==> src/rtl/pc_update_unit.sv <==
// pc_update_unit: program-counter block for the multicycle MIPS core.
// Owns PC and EPC, muxes NSRC next-PC sources under conditional/unconditional
// load, and sequences exception entry (save EPC, fetch handler byte, jump).
// Optional feature macro: PC_ALIGN_CHECK_EN -- misaligned load/eret targets
// are refused and turned into a cause-1 exception entry.
// Handshake note: there is no valid/ready pair here; requests (load, eret,
// exc_req) are single-cycle strobes sampled only while the FSM is IDLE, and
// anything presented while exc_busy is high is dropped.
module pc_update_unit #(
    parameter int WIDTH    = 32,
    parameter int NSRC     = 5,
    parameter int SELW     = 3,
    parameter int RESET_PC = 0,
    parameter int VEC_BASE = 253
) (
    input  logic                  clk,
    input  logic                  reset,
    input  logic [NSRC*WIDTH-1:0] src_flat,
    input  logic [SELW-1:0]       sel,
    input  logic                  pc_write,
    input  logic                  pc_wcond,
    input  logic                  cond_true,
    input  logic                  eret,
    input  logic [1:0]            exc_req,
    input  logic [7:0]            mem_byte,
    output logic [WIDTH-1:0]      pc_out,
    output logic [WIDTH-1:0]      epc_out,
    output logic [1:0]            cause_out,
    output logic [WIDTH-1:0]      vec_addr,
    output logic                  vec_rd,
    output logic                  exc_busy,
    output logic                  sel_err,
    output logic [1:0]            fsm_state
);

    typedef enum logic [1:0] {
        IDLE  = 2'd0,
        SAVE  = 2'd1,
        FETCH = 2'd2,
        LOAD  = 2'd3
    } state_t;

    state_t           state;
    state_t           state_next;
    logic [WIDTH-1:0] src_sel;
    logic             sel_ok;
    logic             load;
    logic             start_exc;
    logic [1:0]       new_cause;
    logic             do_eret;
    logic             do_load;
    logic             bad_sel;

    assign load      = pc_write | (pc_wcond & cond_true);
    assign exc_busy  = (state != IDLE);
    assign vec_rd    = (state == FETCH);
    assign fsm_state = state;

    // Handler byte address is only driven while the read strobe is up.
    always_comb begin
        vec_addr = '0;
        if (state == FETCH)
            vec_addr = WIDTH'(VEC_BASE) + WIDTH'(cause_out) - WIDTH'(1);
    end

    // Source mux; sel_ok flags whether sel names an existing source.
    always_comb begin
        src_sel = '0;
        sel_ok  = 1'b0;
        for (int i = 0; i < NSRC; i++) begin
            if (sel == SELW'(i)) begin
                src_sel = src_flat[i*WIDTH +: WIDTH];
                sel_ok  = 1'b1;
            end
        end
    end

    // State register; reset aborts any sequence in flight.
    always_ff @(posedge clk or negedge reset) begin
        if (!reset) state <= IDLE;
        else        state <= state_next;
    end

    // Next-state and request arbitration: exception > eret > load.
    always_comb begin
        state_next = state;
        start_exc  = 1'b0;
        new_cause  = exc_req;
        do_eret    = 1'b0;
        do_load    = 1'b0;
        bad_sel    = 1'b0;
        case (state)
            IDLE: begin
                if (exc_req != 2'd0) begin
                    state_next = SAVE;
                    start_exc  = 1'b1;
                end else if (eret) begin
`ifdef PC_ALIGN_CHECK_EN
                    if (epc_out[1:0] != 2'b00) begin
                        state_next = SAVE;
                        start_exc  = 1'b1;
                        new_cause  = 2'd1;
                    end else begin
                        do_eret = 1'b1;
                    end
`else
                    do_eret = 1'b1;
`endif
                end else if (load) begin
                    if (!sel_ok) begin
                        bad_sel = 1'b1;
`ifdef PC_ALIGN_CHECK_EN
                    end else if (src_sel[1:0] != 2'b00) begin
                        state_next = SAVE;
                        start_exc  = 1'b1;
                        new_cause  = 2'd1;
`endif
                    end else begin
                        do_load = 1'b1;
                    end
                end
            end
            SAVE:    state_next = FETCH;
            FETCH:   state_next = LOAD;
            LOAD:    state_next = IDLE;
            default: state_next = IDLE;
        endcase
    end

    // PC, EPC, cause and sel_err datapath registers.
    always_ff @(posedge clk or negedge reset) begin
        if (!reset) begin
            pc_out    <= WIDTH'(RESET_PC);
            epc_out   <= '0;
            cause_out <= 2'd0;
            sel_err   <= 1'b0;
        end else begin
            sel_err <= bad_sel;
            if (start_exc) begin
                epc_out   <= pc_out - WIDTH'(4);
                cause_out <= new_cause;
            end
            if (state == LOAD)
                pc_out <= {{(WIDTH-8){1'b0}}, mem_byte};
            else if (do_eret)
                pc_out <= epc_out;
            else if (do_load)
                pc_out <= src_sel;
        end
    end

endmodule

==> config.mk <==
export PLATFORM = sky130hd
export DESIGN_NAME = pc_update_unit
export DESIGN_NICKNAME = d
export VERILOG_FILES = /design/src/rtl/pc_update_unit.sv
export SDC_FILE = /design/constraint.sdc
export NUM_CORES = 1
export LEC_CHECK = 0
export CAP_MARGIN = 15
export CORE_ASPECT_RATIO = 0.5
export CORE_MARGIN = 2
export CORE_UTILIZATION = 30
export CTS_BUF_LIST = sky130_fd_sc_hd__clkbuf_16
export DETAILED_ROUTE_END_ITERATION = 10
export DONT_BUFFER_PORTS = 1
export GPL_TIMING_DRIVEN = 0
export MAX_ROUTING_LAYER = met4
export PLACE_DENSITY_LB_ADDON = 0.25
export SLEW_MARGIN = 10
export SYNTH_ARGS = -nofsm -noshare
export SYNTH_HDL_FRONTEND = slang
export SYNTH_SLANG_ARGS = --single-unit
==> constraint.sdc <==
create_clock -name clk -period 2.7 [get_ports clk]
set_input_delay 0.675 -clock clk [delete_from_list [all_inputs] [get_ports clk]]
set_output_delay 0.675 -clock clk [all_outputs]
set_load 0.03 [all_outputs]
==> Yosys cells after proc, flatten, opt, wreduce, memory -nomap -nowiden <==
Cells that the tools add are included.
{ "op_classes": {"reduce_logical": 5, "n_addsub": 3, "eq_ne": 8, "bitwise_logic": 2, "muxes": 31} }
{ "op_table": {"columns": ["operator", "n"], "rows": [
  ["$mux 32", 9],
  ["$sub 32x3->32 const B", 1],
  ["$mux 1", 20],
  ["$sub 9x1->10 const B", 1],
  ["$add 8x2->9 const A", 1],
  ["$pmux 2 s4", 1],
  ["$eq 3x2->1 const B", 2],
  ["$eq 2x2->1 const B", 2],
  ["$reduce_bool 2->1", 2],
  ["$eq 3x1->1 const B", 1],
  ["$eq 3x3->1 const B", 1],
  ["$logic_not 3->1", 1],
  ["$reduce_bool 3->1", 1],
  ["$eq 2x1->1 const B", 1],
  ["$logic_not 2->1", 1],
  ["$mux 2", 1],
  ["$ne 2x2->1 const B", 1],
  ["$and 1x1->1", 1],
  ["$or 1x1->1", 1]
]} }
{ "totals": {"output_inout_bits": 103, "register_bits": 69} }

==> Logic depth before layout (Yosys ltp) <==
Gate-level depths: netlist (run 1).
{ "depth": {"word_depth": 14, "depth_mapped": 10} }

==> Worst setup path after synthesis (run 1) <==
No wires, ideal clock.
{ "synth_path": {"path_kind": "flip-flop to flip-flop", "start": "register state[0] (netlist: fsm_state[0])", "end": "register pc_out[25]", "t_arrival_ns": 2.337, "slack_ns": 0.237, "path_stages_with_launch": 10, "path_buffers": 3, "path_cell_list": "dfrtp_1 -> inv_1 -> ha_1 -> buf_2 -> inv_1 -> or3_1 -> clkbuf_1 -> o21ba_2 -> clkbuf_1 -> a221o_2"} }
{ "synth_between": {"elab_chain_len": 4, "word_cells_on_any_way": 7} }
{ "synth_rtl": {"columns": ["item", "line_no", "source"], "rows": [
  ["start: declaration", "43", "state_t state;"],
  ["start signal: assignment", "81", "else state <= state_next;"],
  ["$logic_not 2->1", "92", "case (state)"],
  ["$mux 1", "92", null],
  ["$mux 32", "145", "else if (do_eret)"],
  ["$mux 32", "143", "if (state == LOAD)"],
  ["end signal: assignment", "144", "pc_out <= {{(WIDTH-8){1'b0}}, mem_byte};"],
  ["end signal: assignment", "146", "pc_out <= epc_out;"],
  ["end signal: assignment", "148", "pc_out <= src_sel;"],
  ["end: declaration", "26", "output logic [WIDTH-1:0] pc_out,"]
]} }
Parallel ways exist; a longest one is shown, timed or not.
A chain may end at the register's enable or synchronous reset.

==> Final worst setup path (run 1) <==
{ "layout_path": {"start": "register state[0] (netlist: fsm_state[0])", "end": "register pc_out[7]"} }
Same word-level chain as after synthesis.

==> impl_metrics.yaml, run 1 <==
run:
  maxCapViolations: 0
power:
  p_leak_nw: 2.352
  cellPowerDensity_mw_per_mm2: 1081
  finalPower_mw: 6.097
  vdd_drop_max_mv: 0.3554
drt:
  viasPerCell: 5.593
  drt_iter0_markers: 346
  drc: 0
  first_pass_iters: 6
  postRouteAntennaNets: 0
  wirelength_mm: 18.94
  vias: 4357
  wire_per_inst_um: 24.32
sta:
  slew_headroom_pct: 50.01
  skew_ns: 0.007441
  max_freq_mhz: 385.8
  worst_pin_slew_ns: 0.7442
  setup_slack_ns: 0.1077
  finalCritPeriodShare_pct: 96.01
  rsz0062_at_grt: "yes"
  final_hold_viol_count: 0
  whs_ns: 0.02594
  period_needed_ns: 2.592
  tns_ns: 0
  setup_viol: 0
  slew_viol_final: 0
setup_path:
  start_kind: "flip-flop"
  endpoint_kind: "flip-flop"
  crit_type: "flip-flop to flip-flop"
  cp_top_family: "buffers and inverters"
  worstPathMaxFanout: 10
  path_common_cell: "buf_2"
  reg2reg_depth: 9
  r2r_setup_slack_ns: 0.11
  cp.arrival_ns: 2.80
  crit_slowest_cell: "dfrtp_2"
  crit_required_ns: 2.91
  slowest_delay_ns: 0.48
  crit_buf_inv: 5
  cp_num_cells: 9
  cp_cell_sequence: "inv_1, ha_1, buf_2, inv_1, or3_4, o21ba_2, buf_2, buf_2, a222oi_1"
global_routing:
  track_usage_pct: 21.91
  grt_pass1_vias: 4071
  grt_antenna_before_repair: 7
  grt_max_degree: 70
  grt_pass1_wl_mm: 26.99
  overflow: 0
clocking:
  clock_sinks: 69
  cts_tree: "built"
  clock_latency_ns: 0.34
  htreeDepth: 3
  hold_buffers: 0
  root_buffer: "clkbuf_16"
  cts_buffers: 9
  path_clk_slew_ns: 0.06
  clk_path_buf_depth: 2
logic_synthesis:
  dominantRegCellSynth: "dfrtp_1"
  ys_warn_count: 0
  synth_edf_count: 0
  avgSynthCellArea_sq_um: 9.694
  synthCells: 507
  async_flop_share_pct: 100.0
  synth_seq_cells: 69
  synth_area_sq_mm: 0.004915
  synth_top_area_share_pct: 35.13
  synthTopCellsByArea: "dfrtp_1 35%, mux4_2 11%, buf_4 4.7%"
  synth_cell_types: 61
  yosys.area.top_type: "dfrtp_1"
  yosysSeqAreaShare_pct: 35.13
placement:
  dpl_cell_area_sq_mm: 0.005285
  port_buffers: 0
  place_inst: 757
  gp_congestion: 0.8825
  hpwl_mm: 15.18
  place_ws_ns: -0.3904
floorplanning:
  die_area_sq_mm: 0.01748
  die_w_um: 185.0
  start_util_pct: 30.36
  pin_count: 282
  rows: 33
  core_sq_mm: 0.01619
  die_y_um: 94.51
cells_and_area:
  fin_nets: 723
  utilization_pct: 34.86
  finalNonFillerCells: 779
  fin_area_sq_mm: 0.005642
  layout_commonest_cell: "dfrtp_1"
  syn_to_final_growth_pct: 14.79
  final_cell_mix: "67 x dfrtp_1, 47 x nor2_1, 32 x nand2_1, 31 x o21ai_0, 31 x buf_4"
  drive_gt1_share_pct: 18.17
worst_hold_path:
  worstHoldPathType: "input pin to asynchronous set/reset pin"
status:
  status: "complete, no violations"
[cell type report]
type / instances / area, sq um
Antenna cell: 7 / 17.52
Fill cell: 1681 / 10540
Inverter: 16 / 60.06
Buffer: 65 / 371.6
Clock buffer: 9 / 225.2
Clock inverter: 7 / 66.31
Multi-Input combinational cell: 379 / 2888
Tap cell: 227 / 284.0
Sequential cell: 69 / 1729
[cell usage after synthesis (all sizes together) (5+ instances only)]
cell type,count
nand2,32
o211ai,9
dfrtp,69
o21ai,32
xor2,8
nor3,8
nand2b,9
nand3b,5
inv,16
clkbuf,28
o31ai,8
a221o,19
or3,5
mux4,23
or4,9
o21a,6
nand4,7
a32o,6
a21oi,5
nor2,47
a22oi,22
buf,38
nand3,9
a31oi,16
mux2i,13
[sequential cells by signal (all words and copies together), names as in the netlist]
name and count:
fsm_state 2, cause_out 2, sel_err 1, pc_out 32, epc_out 32
[cells by family (layout without fill, tap and decap cells)]
kind of cell	Yosys count	count (layout)	synth area share, %
AND/OR/NAND/NOR	155	155	17.18
XOR/XNOR	11	11	1.960
AO/OA/AOI/OAI	149	149	22.66
adder cells (fa/ha/maj)	4	4	1.018
other	1	31	0.07630
multiplexers	36	36	13.19
flip-flops	69	69	35.13
buffers and inverters	82	97	8.783
[timing repair]
action | CTS | global route
buffers inserted | 0 | 0
resized for setup | 8 | 7
setup endpoints to repair | 30 | 32
[metal layers]
metal	wire (um)	track usage (%)	up-vias
li1	-	-	1986
met1	8783	30.82	2160
met2	8332	31.59	193
met3	1690	6.363	18
met4	138	3.439	0
met5	0	-	-
[path summary, 6_finish.rpt]
path                              start           end
min                               reset     pc_out[7]
max reg2reg                fsm_state[0]     pc_out[7]
max in group asynchronous         reset  fsm_state[0]
max                        fsm_state[0]     pc_out[7]
min in group clk             exc_req[1]  cause_out[1]
min reg2reg                cause_out[1]  cause_out[1]
[power breakdown]
group          internal (mW)  total (mW)  switching (mW)
Combinational          0.837        2.21            1.37
Sequential              1.40        2.70            1.30
Clock                  0.710        1.18           0.472
No activity file was read; power rests on OpenSTA's default activity.
==> run 2: changes to the inputs <==
--- a/config.mk
+++ b/config.mk
@@ -6,7 +6,6 @@
 export NUM_CORES = 1
 export LEC_CHECK = 0
 export CAP_MARGIN = 15
-export CORE_ASPECT_RATIO = 0.5
 export CORE_MARGIN = 2
 export CORE_UTILIZATION = 30
 export CTS_BUF_LIST = sky130_fd_sc_hd__clkbuf_16
==> impl_metrics.yaml, run 2 (synthesis gave the netlist of run 1 again) <==
cells_and_area:
  top_regs: "epc_out: 32 flops, pc_out: 32 flops"
  utilization_pct: 36.09
  fin_nets: 732
  final_cell_mix: "67 x dfrtp_1, 47 x nor2_1, 42 x buf_4, 32 x nand2_1, 31 x o21ai_0"
  layout_commonest_cell: "dfrtp_1"
  syn_to_final_growth_pct: 17.06
  drive_gt1_share_pct: 19.86
placement:
  hpwl_mm: 16.67
  gp_congestion: 0.8992
  port_buffers: 0
clocking:
  clock_sinks: 69
  path_clk_slew_ns: 0.06
  clock_latency_ns: 0.34
  cts_tree: "built"
  root_buffer: "clkbuf_16"
  clk_path_buf_depth: 2
  htreeDepth: 3
  cts_buffers: 9
  hold_buffers: 0
sta:
  tns_ns: 0
  slew_viol_final: 0
  finalCritPeriodShare_pct: 98.01
  rsz0062_at_grt: "yes"
  worst_pin_slew_ns: 0.8316
  setup_viol: 0
  whs_ns: 0.03505
  slew_headroom_pct: 44.13
  skew_ns: 0.006524
  period_needed_ns: 2.646
  final_hold_viol_count: 0
  max_freq_mhz: 377.9
setup_path:
  cp_cell_sequence: "ha_1, clkbuf_1, nor4b_4, nand4_1, clkbuf_2, nor2_1, a221o_1"
  crit_buf_inv: 2
  slowest_delay_ns: 0.49
  r2r_setup_slack_ns: 0.05
  cp_num_cells: 7
  timing.rr.start: "fsm_state[0]"
  cp_top_family: "simple AND/OR/NAND/NOR gates"
  crit_required_ns: 2.97
  crit_type: "flip-flop to flip-flop"
  crit_slowest_cell: "dfrtp_2"
  endpoint: "pc_out[26]"
  worstReg2RegEnd: "pc_out[26]"
  worstPathMaxFanout: 10
  startpoint: "fsm_state[0]"
  cp.arrival_ns: 2.92
  endpoint_kind: "flip-flop"
  reg2reg_depth: 7
  start_kind: "flip-flop"
power:
  cellPowerDensity_mw_per_mm2: 1108
  p_leak_nw: 2.409
  power_frac_clock_pct: 21.2
  p_int_mw: 3.205
  vdd_drop_max_mv: 0.3742
  finalPower_mw: 6.373
  switching_share_pct: 49.71
  pwr-share-comb_pct: 36.5
  power.net_switching_mw: 3.168
  power.share.sequential_pct: 42.2
drt:
  drc: 0
  viasPerCell: 5.831
  vias: 4519
  first_pass_iters: 5
  wirelength_mm: 20.65
  postRouteAntennaNets: 0
  drt_iter0_markers: 343
  wire_per_inst_um: 26.64
floorplanning:
  start_util_pct: 30.83
  core_sq_mm: 0.01594
  die_w_um: 132.0
  die_y_um: 132.0
  die_area_sq_mm: 0.01742
  rows: 46
  pin_count: 282
global_routing:
  use_met2_pct: 37.82
  track_usage_pct: 23.90
  busiest_layer: "met2"
  overflow: 0
  grt_pass1_wl_mm: 30.04
  grt_pass1_vias: 4504
  grtUsageMet3_pct: 5.805
  grt_max_degree: 70
  grt_antenna_before_repair: 5
  met1_usage_pct: 30.03
run:
  maxCapViolations: 0
status:
  status: "complete, no violations"
worst_hold_path:
  worstHoldPathType: "input pin to asynchronous set/reset pin"
run 2: cell count changes in the layout (fill, tap and decap cells not counted), moves of 2 or more:
cell / previous run / this run
buf_4: 31 / 42
clkinv_4: 2 / 0
clkbuf_4: 0 / 2
bufinv_16: 1 / 3
buf_2: 7 / 4
clkinvlp_4: 0 / 3
inv_1: 16 / 14
clkinv_2: 3 / 1
diode_2: 7 / 5
run 2: timing repair:
| item | 4_1_cts | 5_1_grt |
|---|---|---|
| setup buffers | 1 | 8 |
| resized for setup | 12 | 9 |
| setup endpoints to repair | 31 | 22 |
| pin swaps | 1 | 3 |
run 2: worst min path at each step:
stage | endpoint | depth (start not counted) | slack (ns)
finish | pc_out[25] | 0 | 0.04
global route | cause_out[1] | 0 | 0.02
CTS | pc_out[6] | 0 | 0.02
detailed placement | fsm_state[0] | 0 | 0.38
global placement | epc_out[0] | 0 | 0.38
floorplan | cause_out[0] | 0 | 0.38
run 2: layout make-up:
type,count,area (sq um)
Antenna cell,5,12.51
Buffer,65,381.6
Clock buffer,9,225.2
Clock inverter,7,113.9
Fill cell,1662,10190
Inverter,16,63.81
Multi-Input combinational cell,379,2889
Sequential cell,69,1729
Tap cell,216,270.3
Timing Repair Buffer,9,67.56
run 2: per-layer routing:
layer  wire length, um  share of wire (%)
met1              8483                 41
met3              1755                8.5
met2              9909                 48
met4               499                2.4
met5                 0                  0
run 2: stage by stage:
stage               instances  worst slack [ns]  instance area, sq um
floorplan                 530            0.2369                  5001
global placement          746           -0.5480                  5271
detailed placement        746           -0.5667                  5271
CTS                       762           0.02011                  5658
global route              775          -0.05765                  5753
finish                    775           0.05379                  5753
run 2: power by group through the flow:
stage,clock [mW],sequential (mW),combinational (mW)
after floorplan,0,2.49,1.73
after global placement,0,2.69,2.16
after detailed placement,0,2.71,2.21
after CTS,1.38,2.69,2.25
after global routing,1.42,2.75,2.56
final,1.35,2.69,2.33
==> run 3: changes to the inputs <==
--- a/config.mk
+++ b/config.mk
@@ -5,10 +5,13 @@
 export SDC_FILE = /design/constraint.sdc
 export NUM_CORES = 1
 export LEC_CHECK = 0
+export ABC_AREA = 0
 export CAP_MARGIN = 15
 export CORE_MARGIN = 2
 export CORE_UTILIZATION = 30
 export CTS_BUF_LIST = sky130_fd_sc_hd__clkbuf_16
+export CTS_CLUSTER_DIAMETER = 200
+export CTS_CLUSTER_SIZE = 16
 export DETAILED_ROUTE_END_ITERATION = 10
 export DONT_BUFFER_PORTS = 1
 export GPL_TIMING_DRIVEN = 0
==> results of run 3 <==
The final DEF is identical to that of run 2; final timing and power are the same.
